===== src/rtl/pixel_top_pkg.sv =====
// Shared types and constants for the image-sensor model.
package pixel_top_pkg;

    typedef enum logic [2:0] {
        ST_IDLE    = 3'd0,
        ST_ERASE   = 3'd1,
        ST_EXPOSE  = 3'd2,
        ST_CONVERT = 3'd3,
        ST_READ    = 3'd4
    } state_t;

    localparam int ADC_W    = 8;
    localparam int ACC_W    = 16;
    localparam int CONV_LEN = 256;
    localparam int CNT_W    = 16;

endpackage


===== src/rtl/pixel_top_if.sv =====
// Readout bus of the sensor: sequencer state plus the serial pixel stream.
interface pixel_top_if #(
    parameter int NPIX = 4
);
    import pixel_top_pkg::*;

    localparam int ADDR_W = (NPIX > 1) ? $clog2(NPIX) : 1;

    logic [2:0]        state;
    logic              pix_valid;
    logic [ADDR_W-1:0] pix_addr;
    logic [ADC_W-1:0]  pix_data;

    modport master (output state, output pix_valid, output pix_addr, output pix_data);
    modport slave  (input  state, input  pix_valid, input  pix_addr, input  pix_data);

endinterface


===== src/rtl/pixel_sensor.sv =====
// One pixel: saturating light integrator plus single-slope ADC latch.
module pixel_sensor
    import pixel_top_pkg::*;
(
    input  logic             clk,
    input  logic             reset,
    input  logic             erase,
    input  logic             expose,
    input  logic             convert,
    input  logic [ADC_W-1:0] ramp,
    input  logic [ACC_W-1:0] rate,
    output logic [ADC_W-1:0] mem
);

    logic [ACC_W-1:0] r_acc;
    logic [ADC_W-1:0] r_mem;
    logic             r_latched;
    logic [ACC_W:0]   w_sum;
    logic [ADC_W-1:0] w_value;

    assign w_sum   = {1'b0, r_acc} + {1'b0, rate};
    assign w_value = r_acc[ACC_W-1:ACC_W-ADC_W];

    // Integrate during exposure, capture the ramp once it reaches the pixel value.
    always_ff @(posedge clk) begin
        if (reset || erase) begin
            r_acc     <= '0;
            r_mem     <= '0;
            r_latched <= 1'b0;
        end else begin
            if (expose) begin
                r_acc <= w_sum[ACC_W] ? '1 : w_sum[ACC_W-1:0];
            end
            if (convert && !r_latched && (ramp >= w_value)) begin
                r_mem     <= ramp;
                r_latched <= 1'b1;
            end
        end
    end

    assign mem = r_mem;

endmodule


===== src/rtl/pixel_top.sv =====
// Self-running sensor top: sequencer FSM, ramp generator, pixel array, readout mux.
module pixel_top
    import pixel_top_pkg::*;
#(
    parameter int ROWS      = 2,
    parameter int COLS      = 2,
    parameter int RATE_STEP = 16,
    parameter int T_ERASE   = 5,
    parameter int T_EXPOSE  = 255
) (
    input  logic       clk,
    input  logic       reset,
    pixel_top_if.master o_pix
);

    localparam int NPIX   = ROWS * COLS;
    localparam int ADDR_W = (NPIX > 1) ? $clog2(NPIX) : 1;

    state_t            r_state;
    state_t            w_state_nxt;
    logic [CNT_W-1:0]  r_cnt;
    logic [CNT_W-1:0]  w_dur;
    logic              w_last;
    logic              w_erase;
    logic              w_expose;
    logic              w_convert;
    logic [ADC_W-1:0]  w_ramp;
    logic [ADC_W-1:0]  w_mem [NPIX];

    // Dwell time of the current state.
    always_comb begin
        w_dur = CNT_W'(1);
        case (r_state)
            ST_IDLE:    w_dur = CNT_W'(1);
            ST_ERASE:   w_dur = CNT_W'(T_ERASE);
            ST_EXPOSE:  w_dur = CNT_W'(T_EXPOSE);
            ST_CONVERT: w_dur = CNT_W'(CONV_LEN);
            ST_READ:    w_dur = CNT_W'(NPIX);
            default:    w_dur = CNT_W'(1);
        endcase
    end

    assign w_last = (r_cnt == w_dur - CNT_W'(1));

    // Next-state logic: fixed loop, advancing when the dwell time expires.
    always_comb begin
        w_state_nxt = r_state;
        if (w_last) begin
            case (r_state)
                ST_IDLE:    w_state_nxt = ST_ERASE;
                ST_ERASE:   w_state_nxt = ST_EXPOSE;
                ST_EXPOSE:  w_state_nxt = ST_CONVERT;
                ST_CONVERT: w_state_nxt = ST_READ;
                ST_READ:    w_state_nxt = ST_IDLE;
                default:    w_state_nxt = ST_IDLE;
            endcase
        end
    end

    // State register and per-state cycle counter.
    always_ff @(posedge clk) begin
        if (reset) begin
            r_state <= ST_IDLE;
            r_cnt   <= '0;
        end else begin
            r_state <= w_state_nxt;
            r_cnt   <= w_last ? '0 : r_cnt + CNT_W'(1);
        end
    end

    assign w_erase   = (r_state == ST_ERASE);
    assign w_expose  = (r_state == ST_EXPOSE);
    assign w_convert = (r_state == ST_CONVERT);
    assign w_ramp    = r_cnt[ADC_W-1:0];

    for (genvar i = 0; i < NPIX; i++) begin : g_pix
        pixel_sensor u_px (
            .clk     (clk),
            .reset   (reset),
            .erase   (w_erase),
            .expose  (w_expose),
            .convert (w_convert),
            .ramp    (w_ramp),
            .rate    (ACC_W'((i + 1) * RATE_STEP)),
            .mem     (w_mem[i])
        );
    end

    // Readout decoded straight from registered state, counter and pixel memories.
    always_comb begin
        o_pix.state     = r_state;
        o_pix.pix_valid = 1'b0;
        o_pix.pix_addr  = '0;
        o_pix.pix_data  = '0;
        if (r_state == ST_READ) begin
            o_pix.pix_valid = 1'b1;
            o_pix.pix_addr  = r_cnt[ADDR_W-1:0];
            o_pix.pix_data  = w_mem[r_cnt[ADDR_W-1:0]];
        end
    end

endmodule


===== src/flat_wrapper.sv =====
// flat-port wrapper written by rule: the top's interface ports become plain ports
module pixel_top_flat import pixel_top_pkg::*;
#(
    parameter int ROWS      = 2,
    parameter int COLS      = 2,
    parameter int RATE_STEP = 16,
    parameter int T_ERASE   = 5,
    parameter int T_EXPOSE  = 255
)
  (clk, reset, o_pix_state, o_pix_pix_valid, o_pix_pix_addr, o_pix_pix_data);
  pixel_top_if #(.NPIX(4)) o_pix_i ();
  input  logic clk;
  input  logic reset;
  output wire logic [$bits(o_pix_i.state)-1:0] o_pix_state;
  output wire logic [$bits(o_pix_i.pix_valid)-1:0] o_pix_pix_valid;
  output wire logic [$bits(o_pix_i.pix_addr)-1:0] o_pix_pix_addr;
  output wire logic [$bits(o_pix_i.pix_data)-1:0] o_pix_pix_data;
  assign o_pix_state = o_pix_i.state;
  assign o_pix_pix_valid = o_pix_i.pix_valid;
  assign o_pix_pix_addr = o_pix_i.pix_addr;
  assign o_pix_pix_data = o_pix_i.pix_data;
  pixel_top #(.ROWS(ROWS), .COLS(COLS), .RATE_STEP(RATE_STEP), .T_ERASE(T_ERASE), .T_EXPOSE(T_EXPOSE)) u_core (.clk(clk), .reset(reset), .o_pix(o_pix_i));
endmodule

===== config.mk =====
export PLATFORM = sky130hd
export DESIGN_NAME = pixel_top_flat
export DESIGN_NICKNAME = d
export VERILOG_FILES = /design/src/rtl/pixel_top_pkg.sv /design/src/rtl/pixel_top_if.sv /design/src/rtl/pixel_sensor.sv /design/src/rtl/pixel_top.sv /design/src/flat_wrapper.sv
export SDC_FILE = /design/constraint.sdc
export NUM_CORES = 1
export LEC_CHECK = 0
export ABC_AREA = 1
export BUFFER_PORTS_ARGS = -buffer_cell sky130_fd_sc_hd__clkbuf_2
export CAP_MARGIN = 10
export CORE_UTILIZATION = 40
export DETAILED_ROUTE_END_ITERATION = 12
export GPL_TIMING_DRIVEN = 0
export SLEW_MARGIN = 20
export SYNTH_ARGS = -nofsm -noshare
export SYNTH_HDL_FRONTEND = slang
export SYNTH_HIERARCHICAL = 1
export SYNTH_SLANG_ARGS = --single-unit

===== constraint.sdc =====
create_clock -name clk -period 2.5 [get_ports clk]
set_input_delay 0.25 -clock clk [delete_from_list [all_inputs] [get_ports clk]]
set_output_delay 0.25 -clock clk [all_outputs]
set_load 0.02 [all_outputs]

==> results.md, run 1 <==
- First-pass GRT wire length: between 40 and 50 mm
- H-tree Lvls: 4
- Pwr/cell area: around 880 nW/um^2
- Final Slew Violations: 0
- CTS Buf Count: 17
- Area Growth Syn to Fin: 13.4%
- # Post-CTS Setup Buffers: 0
- Die W: approximately 160 um
- Clk buf depth: 2
- GRT Overall Usage: 20.3%
- Synth Warn #: 6
- Rows: 57
- Layout Utilization: 46.4%
- Avg Inst Size Synth: about 6.0 um^2
- Vias in the first global route: slightly above 9000
- Post-Place Cells: slightly above 2000
- Mapped Area: ~10000 um^2
- DR WL met2: 11.6 mm
- Setup crit start kind: register
- Final layout net count: approximately 1900
- CP max FO: 10
- RePlAce Congestion: roughly 0.85
- Pin count of the biggest net entering global routing: 20
- Chip Height: 160 um
- Max-cap viol count: 0
- Met1 Wirelength: 12.0 mm
- Min cycle time layout: approximately 2400 ps
- Final setup fails: 0
- Synth Register Bits: 119
- Worst EP arrival: between 2000 and 2500 ps
- GRT Residual Overflow: 0
- CTS tree: built
- Mapped Cells: 1651
- Clock Sinks: roughly 120
- Share of post-route cells with drive strength above 1: under 10%
- Outcome: finished, final reports clean
- Worst-Skew Late Latency: 430 ps
- DP HPWL: around 19 mm
- Num ports: 16
- Cell taking the most area after synthesis: dfxtp_1
- Crit Path Class: reg -> out
- WL met3: 708 um
- Fmax: around 420 MHz
- WHS: approximately 360 ps
- Final-report hold violation count: 0
- RSZ-0062 raised after global routing: no
- Worst VDD drop: 0.000427 V
- Vias: a little under 10000
- Vias per cell: 4.66
- Root Buffer: clkbuf_16
- Final critical-path share of the clock period: 95.6%
- Die Area: between 20000 and 30000 um^2
- Antenna violations before repair: 0
- Highest metal used: met4
- Synth top area share: 23.9%
- Top cells by area, synth: dfxtp_1 24%, nand2_1 16%, ha_1 12%
- Post-route cell area: ~11000 um^2
- Least-Margin Pin Slew: approximately 780 ps
- Worst setup EP type: primary output
- Cts hold-fix bufs: 0
- Core box area: ~24000 um^2
- Count of input and output buffers: 15
- Area after DPL: roughly 11000 um^2
- Initial Util: roughly 41%
- Register area share after synthesis: between 20% and 30%
- Hold Path Class: in -> reg
- Iter 0 DRT Violations: 550
- Setup TNS: 0 ps
- Final std cells w/o fill: roughly 2100
- Routed len/inst: approximately 12 um
- Clock-pin slew on the worst setup and hold paths: 70 ps
- Worst Path Required: 2250 ps
- P_leak: about 0.0061 uW
- Synth cell types: 38
- Max_slew headroom: 48.2%
- Drc violations: 0
- ANT cells: 0
- Final ANT Viol Nets: 0
- Worst Skew: 20.6 ps
- Pre-antenna DRT Iters: 6
- Drt total wl: around 25 mm
-- sequential cells by signal (all words and copies together) (netlist names) --
signal and cells:
u_core/g_pix.u_px/r_acc 64, u_core/o_pix.state 3, u_core/g_pix.u_px/mem 32, u_core/g_pix.u_px/r_latched 4, u_core/r_cnt 16
-- layout make-up --
class,instances,area (um^2)
Timing Repair Buffer,15,75.1
Multi-Input combinational cell,1272,6570
Clock buffer,17,425
Fill cell,2638,13100
Clock inverter,15,178
Tap cell,324,405
Inverter,294,1100
Buffer,31,173
Sequential cell,119,2380
-- routing by layer --
layer  vias up  global-route usage (%)
met2       130                    35.7
met5         -                       0
li1       5256                       -
met4         0                    5.37
met3        20                    3.01
met1      4313                    25.9
-- metrics by stage --
stage               setup slack, ps  power (uW)
CTS                            62.1        9890
global placement                134        7210
detailed placement              130        7280
global route                   16.8       10900
finish                          109        9920
floorplan                       486        6260
-- Yosys cell counts --
cell,n
a21boi_4,1
a21oi_1,93
a21oi_2,7
and2_1,1
and3_1,1
buf_1,3
buf_2,4
buf_4,3
buf_6,3
buf_8,1
clkbuf_1,18
conb_1,2
dfxtp_1,119
fa_1,4
ha_1,98
inv_1,288
inv_2,6
nand2_1,434
nand2_2,14
nand2_4,1
nand3_1,86
nand3_2,9
nand3_4,2
nand3b_1,8
nand4_1,11
nor2_1,268
nor2_2,10
nor2_4,2
nor3_1,15
nor3_2,1
nor4_1,1
o21a_1,4
o21ai_0,82
o21ai_1,6
or2_1,1
or2_2,5
xnor2_1,12
xor2_1,27
-- cell families (layout without fill, tap and decap cells) --
kind of cell               Yosys count  in the layout  share of synthesized area (%)
xor gates and xnor gates            39             39                           3.43
and+or+nand+nor                    870            870                           36.5
AOI/OAI and AO/OA                  193            193                           10.2
adders and majority gates          102            102                           13.1
other                                2             68                         0.0753
buffers and inverters              326            372                           12.8
DFF                                119            119                           23.9
-- placed cells by master, fill, tap and decap left out, types with 27 or more instances in the layout --
cell | synthesis | routed
conb_1 | 2 | 68
nor2_1 | 268 | 267
ha_1 | 98 | 98
inv_1 | 288 | 288
nand2_1 | 434 | 434
o21ai_0 | 82 | 82
a21oi_1 | 93 | 93
xor2_1 | 27 | 27
nand3_1 | 86 | 86
dfxtp_1 | 119 | 118
-- worst max-delay path, stage by stage, from the launching register on --
cell      delay, ps
dfxtp_1         600
inv_1           270
clkbuf_2        240
o21ai_0         250
a21oi_1         160
clkbuf_2        200
-- where the power goes --
part	internal, uW	switching [uW]
clock	1510	1070
combinational	1680	3170
sequential	2210	283
total	5400	4520
-- worst paths after layout --
path / startpoint / endpoint / slack [ps] / cells after the start
max: u_core/r_cnt[0] / o_pix_pix_data[0] / 110 / 5
min reg2reg: u_core/g_pix[3].u_px/r_latched / u_core/g_pix[3].u_px/r_latched / 470 / 2
max reg2reg: u_core/o_pix.state[1] / u_core/g_pix[1].u_px/mem[5] / 180 / 10
min: reset / u_core/o_pix.state[1] / 360 / 4
-- timing repair --
item                                   CTS  global route
endpoints found under the hold margin    0             0
pin swaps                                0             0
setup endpoints to repair                8            23
gates resized for setup                  0            12
gates cloned                             0             0
No activity file was read; power rests on OpenSTA's default activity.
==> run 2: changes to the inputs <==
- SYNTH_HIERARCHICAL: 1 -> unset
==> run 2 against run 1 <==
  * Clock-buffer cell count shrank 7
  * Register-to-register slack better by 20 ps
  * Final cell count shrank 48%
  * Total power fell by 49%
  * Combinational power fell by 62%
  * Fmax grew 1.3%
  * Via count fell by 43%
  * Setup slack better by 32 ps
  * Sequential share of layout area increased by 9.8 points
  * Worst hold slack worse by 100 ps
  * Synthesized cell count is 47% lower
  * Critical path type unchanged
  * Critical endpoint unchanged
  * Largest cell class unchanged
==> results.md, run 2 <==
- RSZ-0062 raised after global routing: no
- # Post-CTS Setup Buffers: 0 (unchanged)
- Rows: 43 (-25%)
- Worst Skew: 11.7 ps (-8.94 ps)
- Synth Register Bits: 100 (-16%)
- Number of synthesized flops with an enable pin: 0 (unchanged)
- CP max FO: 10 (unchanged)
- Min cycle time layout: 2360 ps (-31.6 ps)
- Worst hold stages: 4 (unchanged)
- RR Endpoint: u_core.g_pix[1].u_px.r_latched
- Drt total wl: 15.2 mm (-38%)
- Die Area: 15200 um^2 (-41%)
- Largest Register: u_core.g_pix.u_px.r_acc
- Initial Util: 41.6% (+0.74 points)
- Count of input and output buffers: 15 (unchanged)
- Clock-pin slew on the worst setup and hold paths: 70 ps (about the same)
- Clk buf depth: 2 (unchanged)
- CTS tree: built
- Area Growth Syn to Fin: 10.7%
- WHS: 254 ps (-102 ps)
- Outcome: finished, final reports clean
- Hold path endpoint: u_core.o_pix.state[2]
- Hold Path Class: in -> reg
- Max reg flops: 45 (-30%)
- Top cells by area, synth: dfxtp_1 34%, nand2_1 11%, nor2_1 8.5%
- Fraction of registers with async set or reset after synthesis: 0% (unchanged)
- Chip Height: 123 um (-23%)
- First-pass GRT wire length: 25.2 mm (-41%)
- DP HPWL: 11.1 mm (-41%)
- Core box area: 14100 um^2 (-42%)
- Setup ws final: 140 ps (+31.6 ps)
- Most frequent cells in the layout: 174 x nand2_1, 133 x nor2_1, 96 x dfxtp_1, 94 x a21oi_1, 88 x inv_1
- Setup crit start kind: register
- Vias per cell: 5.11 (+9.7%)
- Final layout net count: 932 (-50%)
- Fmax: 424 MHz (+1.3%)
- ANT cells: 0 (unchanged)
- Num ports: 16 (unchanged)
- Synth top area share: 34.1% (+10 points)
- RePlAce Congestion: 0.825 (-3.3%)
- Register area share after synthesis: 34.1% (+10 points)
- Overall power: 5070 uW (-49%)
- Clock Sinks: 100 (-16%)
- Count leader, synth: nand2_1
- Mapped Area: 5870 um^2 (-41%)
- Mapped Cells: 867 (-47%)
- H-tree Lvls: 3 (-1)
- Crit Path Class: reg -> out
- Worst EP arrival: 2110 ps (-30 ps)
- Max_slew headroom: 59.7% (+11 points)
- Die W: 123 um (-23%)
- Drc violations: 0 (unchanged)
- DP Worst Slack: -420 ps (-550 ps)
- Worst VDD drop: 0.000385 V (-9.9%)
- GRT Residual Overflow: 0 (unchanged)
- Final Slew Violations: 0 (unchanged)
- R2R depth: 12 (+2)
- Vias: 5503 (-43%)
- Pre-antenna DRT Iters: 5 (-1)
- Worst Path Required: 2250 ps (about the same)
- Final ANT Viol Nets: 0 (unchanged)
- Pwr/cell area: 780 nW/um^2 (-11%)
- Worst-Skew Late Latency: 360 ps (-70 ps)
- Root Buffer: clkbuf_16
- Share of post-route cells with drive strength above 1: 9.81% (+2.8 points)
- Iter 0 DRT Violations: 360 (-35%)
- R2R Setup Slk: 200 ps (+20 ps)
- Cell taking the most area after synthesis: dfxtp_1
- Final critical-path share of the clock period: 94.4% (-1.3 points)
- Synth cell types: 32 (-16%)
- Worst Hold Launch: reset
- Routed len/inst: 14.1 um (+19%)
- FILL cells: 1478 (-44%)
- Antenna violations before repair: 0 (unchanged)
- GRT Overall Usage: 21.9% (+1.6 points)
- Most frequent cells after synthesis: 174 x nand2_1, 133 x nor2_1, 100 x dfxtp_1
- CTS Buf Count: 9 (-8)
- Vias in the first global route: 4924 (-46%)
- Max-cap viol count: 0 (unchanged)
- Final setup fails: 0 (unchanged)
- Synthesized Nets: 907
- P_leak: 0.00271 uW (-56%)
- R2R Path Start: u_core.r_cnt[0]
- Final-report hold violation count: 0 (unchanged)
- Commonest non-fill, non-tap cell in the layout: nand2_1
- Seq. cell area: 2010 um^2 (-16%)
- Synth Warn #: 0 (-6)
- Avg Inst Size Synth: 6.77 um^2 (+12%)
- Multi-input gate area: 3390 um^2 (-48%)
- Cts hold-fix bufs: 0 (unchanged)
- Least-Margin Pin Slew: 605 ps (-171 ps)
- Pin count of the biggest net entering global routing: 20 (unchanged)
- Worst setup EP type: primary output
- Synth Flop Type: dfxtp_1
## run 2: cell count changes after synthesis, sizes merged, moves of 5 or more
cell    change
o21ai      -56
a31oi       +5
nor2      -140
a21oi       -6
nand3      -11
inv       -201
xnor2       -8
buf         +6
dfxtp      -19
nand2     -271
nand3b      -8
ha         -60
clkbuf     -10
## run 2: critical path: stages (launching register included)
cell and delay [ps]:
dfxtp_1 350, buf_4 180, clkbuf_1 460, nor2_1 140
nor2_1 120, o21ai_0 110, a21oi_1 190, clkbuf_2 200
## run 2: cells by family (layout without fill, tap and decap cells)
kind of cell	after synthesis	in the layout	synth area share, %
flip-flops	100	100	34.1
XOR/XNOR	27	27	4.03
buffers and inverters	121	151	8.42
adder cells (fa/ha/maj)	38	38	8.10
AND/OR/NAND/NOR	443	443	33.1
AO/OA/AOI/OAI	138	138	12.2
## run 2: cell type report
type,count,share of cell area (%)
multi-input combinational,646,52.1
sequential,100,30.9
inverter,93,5.38
clock buffer,10,3.68
tap,180,3.47
buffer,27,2.29
timing repair buffer,15,1.16
clock inverter,6,0.983
## run 2: where the power goes
group,internal (uW),switching (uW),leakage (uW)
clock,801,636,0.000144
sequential,1700,116,0.000808
combinational,567,1250,0.00175
total,3060,2000,0.00271
## run 2: worst max path at each step
stage	slack [ps]	from	cells past startpoint	to
finish	140	u_core.r_cnt[0]	7	o_pix_pix_data[0]
global route	0.5	u_core.r_cnt[0]	7	o_pix_pix_data[0]
CTS	40	u_core.r_cnt[0]	12	u_core.g_pix[3].u_px.r_latched
detailed placement	-420	u_core.r_cnt[0]	12	u_core.g_pix[3].u_px.r_latched
global placement	-370	u_core.r_cnt[0]	12	u_core.g_pix[3].u_px.r_latched
floorplan	250	u_core.o_pix.state[2]	14	u_core.r_cnt[0]
## run 2: per-layer routing
layer | wire length (um) | GRT usage (%) | vias up
met5 | 0 | 0 | -
met2 | 6610 | 33.6 | 94
met4 | 155 | 4.97 | 0
met1 | 7770 | 31.4 | 2522
li1 | - | - | 2875
met3 | 692 | 4.57 | 12
## run 2: repair_timing
item / in CTS / in global routing
pin swaps: 0 / 0
hold endpoints to repair: 0 / 0
cloned: 0 / 0
endpoints found under the setup margin: 56 / 50
gates resized for setup: 3 / 10
## run 2: metrics by stage
stage / util, % / instance area (um^2) / setup TNS (ps) / cells
finish: 46.1 / 6490 / 0 / 1077
global route: 46.1 / 6490 / 0 / 1077
CTS: 45.9 / 6470 / 0 / 1077
detailed placement: 43.8 / 6170 / -14510 / 1062
global placement: 43.8 / 6170 / -12920 / 1062
floorplan: - / 5870 / 0 / 867
==> run 3: changes to the inputs <==
- CORE_MARGIN: unset -> 4
==> run 3 against run 2 <==
  * Setup slack better by 31 ps
  * Utilization is 0.36 points higher
  * Sequential power about the same
  * Die area increased by 10%
  * Sequential cell count unchanged
  * Final cell count stayed put
  * Critical path type is now reg -> reg
  * Design area grew 0.77%
  * Clock power up 14%
  * Highest routed layer unchanged
  * Global-route usage decreased by 2.1 points
==> results.md, run 3 (synthesis results as in run 2) <==
- Area Growth Syn to Fin: 11.5%
- Largest Register: u_core.g_pix.u_px.r_acc
- Max-cap viol count: 0 (unchanged)
- Num ports: 16 (unchanged)
- Hold path endpoint: u_core.o_pix.state[2]
- P_leak: 0.00273 uW (+0.84%)
- Die W: 129 um (+4.9%)
- Least-Margin Pin Slew: 679 ps (+73.5 ps)
- Commonest non-fill, non-tap cell in the layout: nand2_1
- Drc violations: 0 (unchanged)
- Drt total wl: 15.5 mm (+2.1%)
- CP max FO: 19 (+9)
- Fmax: 429 MHz (+1.3%)
- Worst Path Required: 2740 ps (+490 ps)
- FILL cells: 1498 (+1.4%)
- Pwr/cell area: 812 nW/um^2 (+4.0%)
- Iter 0 DRT Violations: 358 (-0.56%)
- Worst hold stages: 4 (unchanged)
- R2R Path Start: u_core.o_pix.state[2]
- Clk buf depth: 2 (unchanged)
- Worst Skew: 12.1 ps (+0.397 ps)
- Pre-antenna DRT Iters: 5 (unchanged)
- Die Area: 16700 um^2 (+10%)
- Final critical-path share of the clock period: 93.2% (-1.2 points)
- Worst-Skew Late Latency: 360 ps (about the same)
- Worst setup EP type: register
- RR Endpoint: u_core.r_cnt[0]
- Max_slew headroom: 54.8% (-4.9 points)
- CTS Buf Count: 9 (unchanged)
- DP HPWL: 11.3 mm (+1.8%)
- CTS tree: built
- GRT Residual Overflow: 0 (unchanged)
- Outcome: finished, final reports clean
- Final layout net count: 932 (unchanged)
- Crit Path Class: reg -> reg
- Pin count of the biggest net entering global routing: 20 (unchanged)
- Final setup fails: 0 (unchanged)
- Share of post-route cells with drive strength above 1: 9.81% (unchanged)
- Clock-pin slew on the worst setup and hold paths: 80 ps (about the same)
- Vias: 5471 (-0.58%)
- GRT Overall Usage: 19.8% (-2.1 points)
- Final-report hold violation count: 0 (unchanged)
- Rows: 43 (unchanged)
- Clock Sinks: 100 (unchanged)
- Worst VDD drop: 0.000609 V (+58%)
- Final ANT Viol Nets: 0 (unchanged)
- ANT cells: 0 (unchanged)
- Core box area: 14100 um^2 (unchanged)
- Area after DPL: 6170 um^2 (unchanged)
- Vias in the first global route: 5304 (+7.7%)
- H-tree Lvls: 3 (unchanged)
- R2R depth: 14 (+2)
- Antenna violations before repair: 0 (unchanged)
- Overall power: 5310 uW (+4.8%)
- Post-route cell area: 6540 um^2 (+0.77%)
- Most frequent cells in the layout: 174 x nand2_1, 133 x nor2_1, 96 x dfxtp_1, 94 x a21oi_1, 88 x inv_1
- Worst Hold Launch: reset
- Max reg flops: 45 (unchanged)
- Count of input and output buffers: 15 (unchanged)
- Final Slew Violations: 0 (unchanged)
- Chip Height: 129 um (+4.9%)
- R2R Setup Slk: 170 ps (-30 ps)
- Root Buffer: clkbuf_16
- Hold Path Class: in -> reg
- Multi-input gate area: 3390 um^2 (+0.22%)
- RePlAce Congestion: 0.844 (+2.3%)
- Seq. cell area: 2010 um^2 (unchanged)
- Initial Util: 41.6% (unchanged)
- Routed len/inst: 14.4 um (+2.1%)
- Min cycle time layout: 2330 ps (-30.6 ps)
- First-pass GRT wire length: 26.2 mm (+4.0%)
- Setup crit start kind: register
- RSZ-0062 raised after global routing: no
- Vias per cell: 5.08 (-0.58%)
- # Post-CTS Setup Buffers: 0 (unchanged)
- Worst EP arrival: 2560 ps (+450 ps)
==> run 3: power breakdown <==
part / leakage, uW / switching [uW] / internal [uW] / total, uW
logic: 0.00175 / 1290 / 579 / 1860
registers: 0.000808 / 110 / 1700 / 1810
clock network: 0.000166 / 656 / 984 / 1640
total: 0.00273 / 2050 / 3260 / 5310
==> run 3: per-layer routing <==
layer  routed length, um  global-route usage [%]
met5                   0                       0
met2                6800                    31.5
met1                7890                    27.1
met3                 602                    4.00
met4                 249                    6.36
==> run 3: critical path, cell delays in order (launching register included) <==
cell and delay, ps:
dfxtp_2 370, inv_2 130, nand3_2 150, buf_6 210
ha_1 310, inv_1 40, nand2_1 50, nand2_1 70
nor2_1 80, nand2_1 70, nor2_2 210, nand3_4 140
nand2_4 140, buf_6 160, nor2_1 50
==> run 3: final cells by class <==
type | instances | area share [%]
Timing Repair Buffer | 15 | 1.15
Tap cell | 180 | 3.44
Multi-Input combinational cell | 646 | 51.9
Sequential cell | 100 | 30.7
Clock buffer | 9 | 3.44
Buffer | 27 | 2.28
Clock inverter | 7 | 1.84
Inverter | 93 | 5.33
==> run 3: worst max path at each step <==
| stage | start | end | depth (start not counted) |
|---|---|---|---|
| floorplan | u_core.o_pix.state[2] | u_core.r_cnt[0] | 14 |
| global placement | u_core.r_cnt[0] | u_core.g_pix[1].u_px.r_latched | 12 |
| detailed placement | u_core.r_cnt[0] | u_core.g_pix[1].u_px.r_latched | 12 |
| CTS | u_core.o_pix.state[2] | u_core.r_cnt[0] | 13 |
| global route | u_core.o_pix.state[2] | u_core.r_cnt[0] | 14 |
| finish | u_core.o_pix.state[2] | u_core.r_cnt[0] | 14 |
==> run 3: through the flow <==
step | utilization [%] | setup TNS (ps) | std cells | hold slack [ps] | worst slack, ps
after floorplan | - | 0 | 867 | 446 | 253
after global placement | 43.8 | -13070 | 1062 | 455 | -349
after detailed placement | 43.8 | -12690 | 1062 | 467 | -357
after CTS | 46.2 | 0 | 1077 | 259 | 61.8
after global routing | 46.4 | 0 | 1077 | 306 | 12.6
final | 46.4 | 0 | 1077 | 270 | 171
==> run 3: repair_timing <==
| action | 4_1_cts | 5_1_grt |
|---|---|---|
| endpoints found under the hold margin | 0 | 0 |
| cloned | 0 | 0 |
| setup endpoints to repair | 57 | 51 |
| resized for setup | 3 | 11 |
| hold buffers | 0 | 0 |
